$ cat config.mk
export PLATFORM = sky130hd
export DESIGN_NAME = bitwise_op_arbiter
export DESIGN_NICKNAME = d
export VERILOG_FILES = /design/src/rtl/bitwise_op_arbiter.sv
export SDC_FILE = /design/constraint.sdc
export NUM_CORES = 1
export LEC_CHECK = 0
export ABC_AREA = 1
export ABC_CLOCK_PERIOD_IN_PS = 1750
export CAP_MARGIN = 30
export CORE_MARGIN = 2
export CORE_UTILIZATION = 51
export DETAILED_ROUTE_END_ITERATION = 12
export PLACE_DENSITY = 0.85
export RECOVER_POWER = 100
export SYNTH_ARGS = -nofsm -noshare
export SYNTH_HDL_FRONTEND = slang
export SYNTH_SLANG_ARGS = --single-unit
$ cat constraint.sdc
create_clock -name clk -period 1.75 [get_ports clk]
set_input_delay 0.35 -clock clk [delete_from_list [all_inputs] [get_ports clk]]
set_output_delay 0.35 -clock clk [all_outputs]
set_load 0.005 [all_outputs]
$ cat src/rtl/bitwise_op_arbiter.sv
// rtl/bitwise_op_arbiter.sv - round-robin arbiter sharing one registered bitwise logic unit
// between two valid/ready requesters; one operation in flight at a time.
module bitwise_op_arbiter #(
  parameter int W = 3
) (
  input  logic         clk,
  input  logic         rst,
  input  logic         req0_valid,
  output logic         req0_ready,
  input  logic [2:0]   req0_op,
  input  logic [W-1:0] req0_a,
  input  logic [W-1:0] req0_b,
  output logic         rsp0_valid,
  input  logic         rsp0_ready,
  output logic [W-1:0] rsp0_data,
  output logic         rsp0_err,
  input  logic         req1_valid,
  output logic         req1_ready,
  input  logic [2:0]   req1_op,
  input  logic [W-1:0] req1_a,
  input  logic [W-1:0] req1_b,
  output logic         rsp1_valid,
  input  logic         rsp1_ready,
  output logic [W-1:0] rsp1_data,
  output logic         rsp1_err,
  output logic         busy,
  output logic [7:0]   done_count
);

  typedef enum logic [1:0] {IDLE, EXEC, RESP} state_t;

  state_t       r_state, w_next;
  logic         r_grant, r_last_grant;
  logic [2:0]   r_op;
  logic [W-1:0] r_a, r_b, r_data;
  logic         r_err;
  logic [7:0]   r_done_count;

  logic         w_win, w_accept, w_rsp_ready, w_rsp_fire, w_err;
  logic [W-1:0] w_result;

  // On a tie the requester that was not served last wins; otherwise the lone valid one.
  always_comb begin
    w_win = 1'b0;
    if (req0_valid && req1_valid) w_win = ~r_last_grant;
    else                          w_win = ~req0_valid;
  end

  assign w_accept    = (r_state == IDLE) && (req0_valid || req1_valid);
  assign w_rsp_ready = r_grant ? rsp1_ready : rsp0_ready;
  assign w_rsp_fire  = (r_state == RESP) && w_rsp_ready;

  always_comb begin
    w_result = '0;
    w_err    = 1'b0;
    case (r_op)
      3'b000:  w_result = r_a & r_b;
      3'b001:  w_result = r_a | r_b;
      3'b010:  w_result = ~r_a;
      3'b011:  w_result = ~(r_a & r_b);
      3'b100:  w_result = ~(r_a | r_b);
      3'b101:  w_result = r_a ^ r_b;
      3'b110:  w_result = ~(r_a ^ r_b);
      default: w_err    = 1'b1;
    endcase
  end

  always_comb begin
    w_next = r_state;
    case (r_state)
      IDLE:    if (w_accept)   w_next = EXEC;
      EXEC:                    w_next = RESP;
      RESP:    if (w_rsp_fire) w_next = IDLE;
      default:                 w_next = IDLE;
    endcase
  end

  always_ff @(posedge clk or posedge rst) begin
    if (rst) begin
      r_state      <= IDLE;
      r_grant      <= 1'b0;
      r_last_grant <= 1'b1;
      r_op         <= '0;
      r_a          <= '0;
      r_b          <= '0;
      r_data       <= '0;
      r_err        <= 1'b0;
      r_done_count <= '0;
    end else begin
      r_state <= w_next;
      if (w_accept) begin
        r_grant <= w_win;
        r_op    <= w_win ? req1_op : req0_op;
        r_a     <= w_win ? req1_a  : req0_a;
        r_b     <= w_win ? req1_b  : req0_b;
      end
      if (r_state == EXEC) begin
        r_data <= w_result;
        r_err  <= w_err;
      end
      if (w_rsp_fire) begin
        r_last_grant <= r_grant;
        r_done_count <= r_done_count + 8'd1;
      end
    end
  end

  assign req0_ready = w_accept && !w_win;
  assign req1_ready = w_accept &&  w_win;
  assign rsp0_valid = (r_state == RESP) && !r_grant;
  assign rsp1_valid = (r_state == RESP) &&  r_grant;
  // Both channels show the shared result register; it only changes while leaving EXEC.
  assign rsp0_data  = r_data;
  assign rsp1_data  = r_data;
  assign rsp0_err   = r_err;
  assign rsp1_err   = r_err;
  assign busy       = (r_state != IDLE);
  assign done_count = r_done_count;

endmodule

# Word level (Yosys, flattened, before mapping)
# Cells that the tools add are included.
[classes] addsub=1 eq_ne=10 muxes=10 bitwise_logic=9 reduce_logical=15
[ops] op="$pmux W3 S7" n=1
[ops] op="$not A3 Y3" n=4
[ops] op="$eq A3 B3 Y1 const B" n=3
[ops] op="$mux W3" n=3
[ops] op="$add A8 B1 Y8 const B" n=1
[ops] op="$logic_and A1 B1 Y1" n=7
[ops] op="$reduce_or A7 Y1" n=1
[ops] op="$eq A3 B2 Y1 const B" n=2
[ops] op="$pmux W2 S3" n=1
[ops] op="$mux W2" n=2
[ops] op="$ne A2 B2 Y1 const B" n=2
[ops] op="$and A3 B3 Y3" n=1
[ops] op="$eq A3 B1 Y1 const B" n=1
[ops] op="$logic_not A3 Y1" n=1
[ops] op="$mux W1" n=3
[ops] op="$or A3 B3 Y3" n=1
[ops] op="$xor A3 B3 Y3" n=1
[ops] op="$eq A2 B1 Y1 const B" n=1
[ops] op="$eq A2 B2 Y1 const B" n=1
[ops] op="$logic_not A1 Y1" n=2
[ops] op="$logic_not A2 Y1" n=1
[ops] op="$not A1 Y1" n=2
[ops] op="$reduce_and A2 Y1" n=1
[ops] op="$reduce_bool A2 Y1" n=1
[ops] op="$logic_or A1 B1 Y1" n=1
[word_totals] reg_bits=25 input_bits=24 out_inout_bits=21 wordCells=54

# Longest topological paths before layout
# Gate-level depths: netlist of run 1.
[logic_depth] depth_word=4 depth_mapped=9

# Least setup slack after synthesis of run 1
# No wires, ideal clock.
[synth_timing] path_kind="reg2out" start="reg r_state[0]" end="out req1_ready" arrival_time_ns=0.936 required_time_ns=1.400 path_slack_ns=0.464 stages_incl_launch_ff=6 path_buffers=1 cell_sequence="dfrtp_1 nor2_4 o21ai_4 inv_2 and2_4 buf_6"
[synth_between] elab_chain_len=3
[synth_rtl] item="start, declared" line="32" text="state_t r_state, w_next;"
[synth_rtl] item="start signal, assigned" line="90" text="r_state <= w_next;"
[synth_rtl] item="$logic_not A2 Y1" line="49" text="assign w_accept = (r_state == IDLE) && (req0_valid || req1_valid);"
[synth_rtl] item="$logic_and A1 B1 Y1" line="49"
[synth_rtl] item="$logic_and A1 B1 Y1" line="109" text="assign req1_ready = w_accept && w_win;"
[synth_rtl] item="end, declared" line="18" text="output logic req1_ready,"
# No other way between the ends.

# Final worst setup path of run 1
# Same ends and word-level chain as after synthesis.

==> metrics.md, run 1 <==
| Metric | Value |
|---|---|
| Hold Path Depth | 2 |
| Total die area | approximately 3500 um^2 |
| Period utilisation layout | 1.025 |
| Clock-pin slew on the worst setup and hold paths | approximately 150 ps |
| Clock latency on the worst-skew pair | 330 ps |
| Initial DRC Count | between 60 and 70 |
| Post-synth cell types | 25 |
| Worst-Margin Slew | 605.7 ps |
| Die X | approximately 60 um |
| Endpoints failing setup | 1 |
| DRC violation count after routing | 1 |
| Synth Area in Adders | 0.05696 |
| # IOs | 45 |
| Tmin final | around 1800 ps |
| Max Freq | ~0.56 GHz |
| Max incr delay on CP | about 420 ps |
| Failing checks | DRC, setup timing |
| Most used cell, CP | buf_6 |
| Max H-tree Level | 1 |
| Initial Util | 0.5482 |
| Yosys top cell by area | dfrtp_1 |
| Final Hold Viols | 0 |
| Synthesis-to-finish area growth | 36.45% |
| Fin util | 0.7480 |
| CP endpoint kind | output port |
| Max FO, Critical Path | 2 |
| Slew margin rel. | 0.5962 |
| Largest net degree at the start of global routing | 26 |
| Static leakage | 1.105 nW |
| Largest family of logic cells by synthesized area | simple AND/OR/NAND/NOR gates |
| Initial antenna violation count | 0 |
| Vias in the first global route | ~1400 |
| Number of core rows | 19 |
| DR vias/cell | 5.131 |
| Via count | 1529 |
| Worst hold start | rsp0_data[0] |
| Placed wire-length estimate | between 2000 and 3000 um |
| RSZ-0062 raised after global routing | true |
| Pre-Repair DR Iteration Count | 8 |
| Setup ws final | -43.16 ps |
| First-pass GRT wire length | approximately 6000 um |
| Routability cong. | roughly 0.86 |
| CP max-delay cell | dfrtp_1 |
| Net count after synthesis | around 240 |
| CTS Buffer Depth | 2 |
| R2r endpoint | r_op[2] |
| CTS root buf | clkbuf_4 |
| Ant diodes | 0 |
| Slew Viols, Final | 0 |
| Clock sink total | 25 |
| Crit Reg-Reg Startpoint | r_state[0] |
| Mapped cell area | between 1500 and 2000 um^2 |
| Crit-path leading delay family | flip-flops |
| CTS tree | built |
| Post-Synth XOR/XNOR Area | 0.02848 |
| Yosys top cell area share | 0.3906 |
| Startpoint type of the worst setup path | register |
| Final WL | around 3500 um |
| Routed len/inst | around 12 um |
| Max VDD drop | roughly 0.0009 V |
| Required @ worst endpoint | roughly 1400 ps |
| Worst hold path type | reg -> reg |
| Post-Syn Instances | between 200 and 250 |
| Layout cell share with drive strength beyond 1 | 0.1311 |
| Multiplexer area fraction after synthesis | 0 |
| CORE AREA | about 2800 um^2 |
| WHS Endpoint | rsp0_data[0] |
| Buffers on Ports | 44 |
| TritonCTS Buffers | 3 |
| Worst reg-to-reg setup slack | between 300 and 400 ps |
| Pwr Total | ~0.0035 W |
| Die height | 58.91 um |
| Max-cap violations | 0 |
| Setup_tns | -43.16 ps |
| Worst r2r path cells | 9 |
| YS warnings | 0 |
| Gr ovfl total | 0 |
| Power per cell area | about 1700 nW/um^2 |
| Final Net Count | about 300 |
| Worst Path Buf+Inv | 4 |
| Synth top area cells | dfrtp_1 39%, nand2_1 18%, nand3_1 7.8% |
| Data arrival time of the worst path | around 1400 ps |
| ANT nets after route | 0 |
| Seq/Total Area, Yosys | 0.4076 |
| Synth Area in Compound Gates | 0.03662 |
| Syn avg cell area | approximately 7.3 um^2 |
| Seq cells post-synth | 25 |
| Setup CP Type | reg -> out |
| CP Cell Sequence | buf_6, nor2_4, buf_6, o21ai_4, inv_2, and2_4, buf_6 |
| Synth Area in Simple Gates | 0.3499 |
| Status | finished with violations |
| Final Skew | between 10 and 15 ps |
| All-layer global routing usage | 0.2229 |
[layer usage]
| layer | global-route usage | wire (um) | up-vias |
|---|---|---|---|
| met5 | 0 | 0 | - |
| met2 | 0.3635 | 1684 | 51 |
| met1 | 0.3038 | 1612 | 711 |
| met3 | 0.02637 | 141 | 11 |
| met4 | 0.08442 | 70 | 0 |
| li1 | - | - | 756 |
[final cells by class]
type / instances / area [um^2]
Inverter: 34 / 130.1
Timing Repair Buffer: 58 / 535.5
Fill cell: 227 / 706.9
Sequential cell: 25 / 626.9
Multi-Input combinational cell: 146 / 737.0
Clock buffer: 3 / 22.52
Tap cell: 31 / 38.79
Clock inverter: 1 / 7.507
[synth_stat cells (all sizes together)]
library cell	number
and2	1
buf	7
clkinv	1
dfrtp	24
dfstp	1
ha	7
inv	33
nand2	76
nand3	24
nand3b	1
nand4	4
nor2	19
nor3	1
o21ai	6
o21bai	1
o31ai	1
xor2	5
[through the flow]
step / cell area, um^2 / std cells / hold WS [ps] / setup slack, ps
after floorplan: 1538 / 212 / 376.6 / 464.4
after global placement: 2012 / 287 / 483.0 / -333.4
after detailed placement: 2012 / 287 / 497.4 / -338.6
after CTS: 2082 / 296 / 355.8 / -160.3
after global routing: 2098 / 298 / 561.7 / -116.8
final: 2098 / 298 / 519.1 / -43.16
[worst reg2reg max path: stages, from the launching register on]
cell and delay (ps):
dfrtp_1 420, buf_6 120, nor2_4 120, buf_6 110, o21ai_4 50, inv_2 50
and2_4 150, buf_4 170, nand2_1 70, nand3_1 70
[layout by cell type (no fill, tap or decap)]
cell type / count
and2_4: 1
buf_2: 1
buf_4: 11
buf_6: 3
clkbuf_2: 3
clkbuf_4: 3
clkdlybuf4s50_1: 38
clkinv_1: 1
clkinvlp_4: 1
dfrtp_1: 24
dfstp_2: 1
dlygate4sd2_1: 1
dlygate4sd3_1: 1
ha_1: 7
inv_1: 29
inv_2: 3
inv_4: 1
nand2_1: 75
nand2_2: 1
nand3_1: 24
nand3b_1: 1
nand4_1: 4
nor2_1: 15
nor2_2: 2
nor2_4: 2
nor3_1: 1
o21ai_0: 4
o21ai_2: 1
o21ai_4: 1
o21bai_1: 1
o31ai_1: 1
xor2_1: 5
[state kept, by name (all words and copies together) (netlist names)]
signal	cells
rsp0_data	3
r_grant	1
r_op	3
r_state	2
r_last_grant	1
r_b	3
r_a	3
done_count	8
rsp0_err	1
[logic make-up (layout without fill, tap and decap cells)]
| logic type | Yosys count | count (layout) |
|---|---|---|
| AO/OA/AOI/OAI | 8 | 8 |
| XOR/XNOR | 5 | 5 |
| adder cells (fa/ha/maj) | 7 | 7 |
| buffers and inverters | 41 | 96 |
| flip-flops | 25 | 25 |
| AND/OR/NAND/NOR | 126 | 126 |
[power breakdown]
group	internal (W)	total [W]	switching, W	leakage [nW]
registers	0.000867	0.00114	0.000273	0.303
logic	0.00102	0.00208	0.00106	0.788
clock network	0.0000874	0.000272	0.000184	0.0139
total	0.00197	0.00349	0.00152	1.10
[repair_timing]
| action | CTS | global route |
|---|---|---|
| hold buffers | 0 | 0 |
| buffers inserted | 5 | 2 |
| gates resized for setup | 9 | 14 |
| pin swaps | 2 | 2 |
| cloned | 0 | 0 |
| setup endpoints to repair | 5 | 4 |
[worst max path at each step]
stage               cells after the start         end  slack, ps       start
global placement                        5  req1_ready       -330  req1_valid
CTS                                     7  req1_ready       -160  r_state[1]
floorplan                               5  req1_ready        460  r_state[0]
detailed placement                      5  req1_ready       -340  req1_valid
global route                            7  req1_ready       -120  r_state[0]
finish                                  7  req1_ready        -40  r_state[0]
Power figures use the tool's default switching activity.
==> run 2, diff against run 1 <==
--- a/config.mk
+++ b/config.mk
@@ -8,7 +8,6 @@
 export ABC_AREA = 1
 export ABC_CLOCK_PERIOD_IN_PS = 1750
 export CAP_MARGIN = 30
-export CORE_MARGIN = 2
 export CORE_UTILIZATION = 51
 export DETAILED_ROUTE_END_ITERATION = 12
 export PLACE_DENSITY = 0.85
==> metrics.md, run 2 (synthesized netlist as in run 1, its figures left out) <==
| Metric | Value |
|---|---|
| Worst hold path type | reg -> reg |
| Gr ovfl total | 0 (unchanged) |
| Dpl cells | 287 (unchanged) |
| Initial antenna violation count | 0 (unchanged) |
| Die X | 56.91 um (-3.4%) |
| RSZ-0062 raised after global routing | true |
| Layout cell share with drive strength beyond 1 | 0.1031 (-0.02803) |
| ANT nets after route | 0 (unchanged) |
| Max incr delay on CP | 470 ps (+50 ps) |
| Placed wire-length estimate | 2625 um (-1.5%) |
| Failing checks | DRC |
| Most frequent cells in the layout | 76 x nand2_1, 36 x clkdlybuf4s50_1, 30 x inv_1, 24 x nand3_1, 23 x dfrtp_1 |
| Status | finished with violations |
| TritonCTS Buffers | 3 (unchanged) |
| Data arrival time of the worst path | 1340 ps (-100 ps) |
| Required @ worst endpoint | 1400 ps (about the same) |
| Final Hold Viols | 0 (unchanged) |
| Most common cell after layout, fill and taps aside | nand2_1 |
| CP Cell Sequence | nor2_4, buf_6, o21ai_4, inv_2, and2_4, buf_6 |
| Clock-pin slew on the worst setup and hold paths | 130 ps (-20 ps) |
| Initial DRC Count | 61 (-10%) |
| DRC violation count after routing | 4 (+3) |
| Initial Util | 0.5482 (unchanged) |
| Static leakage | 1.085 nW (-1.8%) |
| CP max-delay cell | dfrtp_2 |
| Tmin final | 1694 ps (-98.67 ps) |
| Non-Filler Instances | 293 (-1.7%) |
| Largest net degree at the start of global routing | 26 (unchanged) |
| Via count | 1437 (-6.0%) |
| Slew margin rel. | 0.5808 (-0.01539) |
| Clock sink total | 25 (unchanged) |
| Power per cell area | 1643 nW/um^2 (-1.3%) |
| All-layer global routing usage | 0.2432 (+0.02030) |
| Max VDD drop | 0.0009448 V (+5.1%) |
| Max-cap violations | 0 (unchanged) |
| Max FO, Critical Path | 3 (+1) |
| Final WL | 3463 um (-1.3%) |
| Routability cong. | 0.8528 (-1.2%) |
| Number of core rows | 19 (unchanged) |
| Final Skew | 8.465 ps (-2.234 ps) |
| Clock latency on the worst-skew pair | 320 ps (about the same) |
| Endpoints failing setup | 0 (-1) |
| Max H-tree Level | 1 (unchanged) |
| First-pass GRT wire length | 6154 um (+3.7%) |
| Period utilisation layout | 0.9683 (-0.05638) |
| Max Freq | 0.5901 GHz (+5.8%) |
| Total die area | 3239 um^2 (-6.7%) |
| CORE AREA | 2805 um^2 (unchanged) |
| Pwr Total | 0.003381 W (-3.2%) |
| Ant diodes | 0 (unchanged) |
| Setup CP Type | reg -> out |
| Setup_tns | 0 ps (+43.16 ps) |
| Buffers on Ports | 44 (unchanged) |
| # IOs | 45 (unchanged) |
| Most used cell, CP | buf_6 |
| Worst-Margin Slew | 628.8 ps (+23.09 ps) |
| Final Net Count | 294 (-1.7%) |
| CTS root buf | clkbuf_4 |
| DR vias/cell | 4.904 (-4.4%) |
| CTS tree | built |
| Synthesis-to-finish area growth | 33.85% |
| Vias in the first global route | 1363 (-4.5%) |
| CP endpoint kind | output port |
| Slew Viols, Final | 0 (unchanged) |
| Startpoint type of the worst setup path | register |
| Die height | 56.91 um (-3.4%) |
| Max FFs per register | 8 (unchanged) |
| Fin util | 0.7337 (-0.01427) |
| CTS Buffer Depth | 2 (unchanged) |
| Routed len/inst | 11.82 um (+0.37%) |
| Final hold slack | 514.4 ps (-4.632 ps) |
| Pre-Repair DR Iteration Count | 8 (unchanged) |
run 2: changes by cell type in the layout (fill, tap and decap cells not counted), sizes merged:
cell / previous run / this run
buf: 15 / 9
dlygate4sd2: 1 / 4
clkinvlp: 1 / 0
clkdlybuf4s15: 0 / 1
clkdlybuf4s50: 38 / 36
run 2: worst paths after layout:
| check | start | to | slack [ps] | cells past startpoint |
|---|---|---|---|---|
| setup / recovery | r_state[0] | req1_ready | 60 | 6 |
| hold / removal | rsp0_data[2] | rsp0_data[2] | 510 | 2 |
| setup reg to reg | r_grant | done_count[4] | 320 | 7 |
| hold reg to reg | rsp0_data[2] | rsp0_data[2] | 510 | 2 |
| max in group asynchronous | rst | r_state[0] | 690 | 3 |
| min in group asynchronous | rst | r_b[2] | 610 | 3 |
run 2: final cells by class:
class | count | area, um^2
sequential | 25 | 628.1
fill | 236 | 747.0
clock buffer | 4 | 26.28
inverter | 34 | 127.6
multi-input combinational | 146 | 737.0
tap | 31 | 38.79
timing repair buffer | 53 | 500.5
run 2: stage by stage:
stage | worst slack [ps] | cell area, um^2
after CTS | 31.12 | 2049
after detailed placement | -348.7 | 2012
after floorplan | 464.4 | 1538
after global routing | -3.223 | 2058
after global placement | -326.7 | 2012
final | 55.51 | 2058
run 2: critical path, delay by kind of cell, from the launching register on:
| kind | cells | cell delay (ps) |
|---|---|---|
| buf+inv | 3 | 250 |
| flops | 1 | 470 |
| simple gates | 2 | 270 |
| compound gates | 1 | 50 |
run 2: power breakdown:
group / switching (W) / total (W) / internal [W]
Sequential: 0.000288 / 0.00116 / 0.000870
Clock: 0.000171 / 0.000260 / 0.0000891
Combinational: 0.00102 / 0.00196 / 0.000949
run 2: routing by layer:
metal  track usage  share of wire  vias to the layer above
met4       0.06272         0.0049                        0
met2        0.4185           0.51                       31
met1        0.3309           0.45                      657
met3       0.02074          0.038                        2
met5             0              0                        -
li1              -              -                      747
run 2: repair_timing:
| action | in CTS | in global routing |
|---|---|---|
| resized for setup | 15 | 6 |
| setup buffers | 1 | 1 |
| pin swaps | 2 | 3 |
| endpoints found under the hold margin | 0 | 0 |
| endpoints found under the setup margin | 5 | 3 |
| hold buffers | 0 | 0 |
==> run 3, diff against run 2 <==
--- a/config.mk
+++ b/config.mk
@@ -8,9 +8,9 @@
 export ABC_AREA = 1
 export ABC_CLOCK_PERIOD_IN_PS = 1750
 export CAP_MARGIN = 30
-export CORE_UTILIZATION = 51
+export CORE_UTILIZATION = 45
 export DETAILED_ROUTE_END_ITERATION = 12
-export PLACE_DENSITY = 0.85
+export PLACE_DENSITY = 0.77
 export RECOVER_POWER = 100
 export SYNTH_ARGS = -nofsm -noshare
 export SYNTH_HDL_FRONTEND = slang
==> metrics.md, run 3 (synthesized netlist as in run 1, its figures left out) <==
| Metric | Value |
|---|---|
| Seq pwr share | 0.328 (-0.014) |
| Clock latency on the worst-skew pair | 320 ps (about the same) |
| CP endpoint kind | output port |
| Met1 Use GR | 0.2944 (-0.03643) |
| Final Net Count | 297 (+1.0%) |
| Clock sink total | 25 (unchanged) |
| Fin util | 0.6690 (-0.06467) |
| Max H-tree Level | 1 (unchanged) |
| Data arrival time of the worst path | 1420 ps (+80 ps) |
| DRC violation count after routing | 0 (-4) |
| Die X | 60.46 um (+6.2%) |
| Worst reg-to-reg setup slack | 370 ps (+50 ps) |
| Final WL | 3350 um (-3.3%) |
| Initial antenna violation count | 0 (unchanged) |
| Routability cong. | 0.9225 (+8.2%) |
| Startpoint type of the worst setup path | register |
| Max Freq | 0.5644 GHz (-4.4%) |
| Tmin final | 1772 ps (+77.18 ps) |
| DR vias/cell | 4.618 (-5.8%) |
| Period utilisation layout | 1.012 (+0.04410) |
| Power per cell area | 1640 nW/um^2 (-0.16%) |
| Setup CP Type | reg -> out |
| Routed len/inst | 10.84 um (-8.3%) |
| Worst Path Buf+Inv | 4 (+1) |
| Pre-Repair DR Iteration Count | 6 (-2) |
| Max incr delay on CP | 410 ps (-60 ps) |
| Failing checks | setup timing |
| CTS Buffer Depth | 2 (unchanged) |
| Initial Util | 0.4877 (-0.06047) |
| Via count | 1427 (-0.70%) |
| Slew margin rel. | 0.3680 (-0.2128) |
| Crit Reg-Reg Startpoint | r_state[0] |
| Final Hold Viols | 0 (unchanged) |
| CP Cell Sequence | buf_6, nor2_4, buf_6, o21ai_4, inv_2, and2_4, buf_6 |
| ANT nets after route | 0 (unchanged) |
| Largest net degree at the start of global routing | 19 (-27%) |
| Net switching power | 0.001490 W (+1.1%) |
| TritonCTS Buffers | 3 (unchanged) |
| Worst-Margin Slew | 948.1 ps (+319.3 ps) |
| Endpoints failing setup | 1 (+1) |
| All-layer global routing usage | 0.2179 (-0.02527) |
| Design area | 2110 um^2 (+2.5%) |
| First-pass GRT wire length | 5851 um (-4.9%) |
| Status | finished with violations |
| Total die area | 3655 um^2 (+13%) |
| Clock-pin slew on the worst setup and hold paths | 130 ps (about the same) |
| Max-cap violations | 0 (unchanged) |
| Required @ worst endpoint | 1400 ps (about the same) |
| Layout fillers | 295 (+25%) |
| Worst r2r path cells | 9 (+2) |
| Initial DRC Count | 47 (-23%) |
| Crit-path leading delay family | flip-flops |
| Max FFs per register | 8 (unchanged) |
| R2r endpoint | r_b[2] |
| RSZ-0062 raised after global routing | true |
| Worst hold path type | in -> async |
| Global-route track usage on met3 | 0.03198 (+0.01125) |
| Routing usage on met2 | 0.3501 (-0.06841) |
| Placed Instance Area | 2076 um^2 (+3.2%) |
| Slew Viols, Final | 0 (unchanged) |
| Int Power | 0.001970 W (+3.3%) |
| Vias in the first global route | 1332 (-2.3%) |
| Comb pwr share | 0.599 (+0.018) |
| Pre-CTS setup slack | -332.3 ps (+16.42 ps) |
| Most used cell, CP | buf_6 |
| Number of core rows | 20 (+1) |
| Gr ovfl total | 0 (unchanged) |
| Static leakage | 1.099 nW (+1.3%) |
| # IOs | 45 (unchanged) |
| Most frequent cells in the layout | 75 x nand2_1, 36 x clkdlybuf4s50_1, 29 x inv_1, 24 x nand3_1, 24 x dfrtp_1 |
| Layout cell share with drive strength beyond 1 | 0.1208 (+0.01770) |
| CTS tree | built |
| Max VDD drop | 0.0007945 V (-16%) |
| Max FO, Critical Path | 2 (-1) |
| CP max-delay cell | dfrtp_1 |
| Ant diodes | 0 (unchanged) |
| Final Skew | 4.017 ps (-4.448 ps) |
| Synthesis-to-finish area growth | 37.18% |
| Placed wire-length estimate | 2634 um (+0.32%) |
| Sw Share | 0.4306 (-0.005200) |
| CORE AREA | 3153 um^2 (+12%) |
| Busiest grt layer | met2 |
| Die height | 60.46 um (+6.2%) |
| Most common cell after layout, fill and taps aside | nand2_1 |
| Pwr Total | 0.003460 W (+2.3%) |
| Setup ws final | -21.67 ps (-77.18 ps) |
| Buffers on Ports | 44 (unchanged) |
| CTS root buf | clkbuf_4 |
| Clock share of power | 0.074 (-0.003) |
[run 3: how the worst max path moves through the flow]
stage          slack [ps]         end  cells past startpoint        from
6_report              -20  req1_ready                      7  r_state[0]
5_1_grt               -90  req1_ready                      7  r_state[0]
4_1_cts              -100  req1_ready                      7  r_state[0]
3_5_place_dp         -330  req1_ready                      5  req1_valid
3_3_place_gp         -350  req1_ready                      5  req1_valid
2_1_floorplan         460  req1_ready                      5  r_state[0]
[run 3: layer usage]
layer,vias to the layer above,part of all wire
met3,7,0.033
met1,624,0.47
met5,-,0
li1,757,-
met4,0,0.021
met2,39,0.47
[run 3: stage by stage]
step | instances | setup TNS [ps] | hold slack [ps]
after floorplan | 212 | 0 | 376.6
after global placement | 303 | -663.5 | 480.1
after detailed placement | 303 | -654.5 | 489.5
after CTS | 309 | -204.0 | 277.1
after global routing | 309 | -1338 | 390.3
final | 309 | -21.67 | 384.3
[run 3: what timing repair did]
| action | 4_1_cts | 5_1_grt |
|---|---|---|
| setup buffers | 2 | 0 |
| setup endpoints to repair | 5 | 5 |
| gates resized for setup | 13 | 14 |
| pin swaps | 3 | 2 |
| hold buffers | 0 | 0 |
| hold endpoints to repair | 0 | 0 |
[run 3: cell type report]
cell class                      instances  area (um^2)  share of cell area
Timing Repair Buffer                   56        531.8              0.2521
Inverter                               34        127.6             0.06050
Tap cell                               44        55.05             0.02610
Multi-Input combinational cell        146        742.0              0.3517
Sequential cell                        25        626.9              0.2972
Clock buffer                            4        26.28             0.01246
[run 3: worst register-to-register path: stages, from the launching register on]
cell	delay, ps
dfrtp_1	410
buf_6	120
nor2_4	110
buf_6	110
o21ai_4	50
inv_2	50
and2_4	150
buf_4	170
nand2_1	60
nand3_1	80
[run 3: power by group through the flow]
stage	sequential (W)	combinational (W)	clock [W]
after floorplan	0.00109	0.00123	0
after global placement	0.00113	0.00195	0
after detailed placement	0.00115	0.00200	0
after CTS	0.00113	0.00205	0.000265
after global routing	0.00118	0.00238	0.000289
final	0.00113	0.00207	0.000254
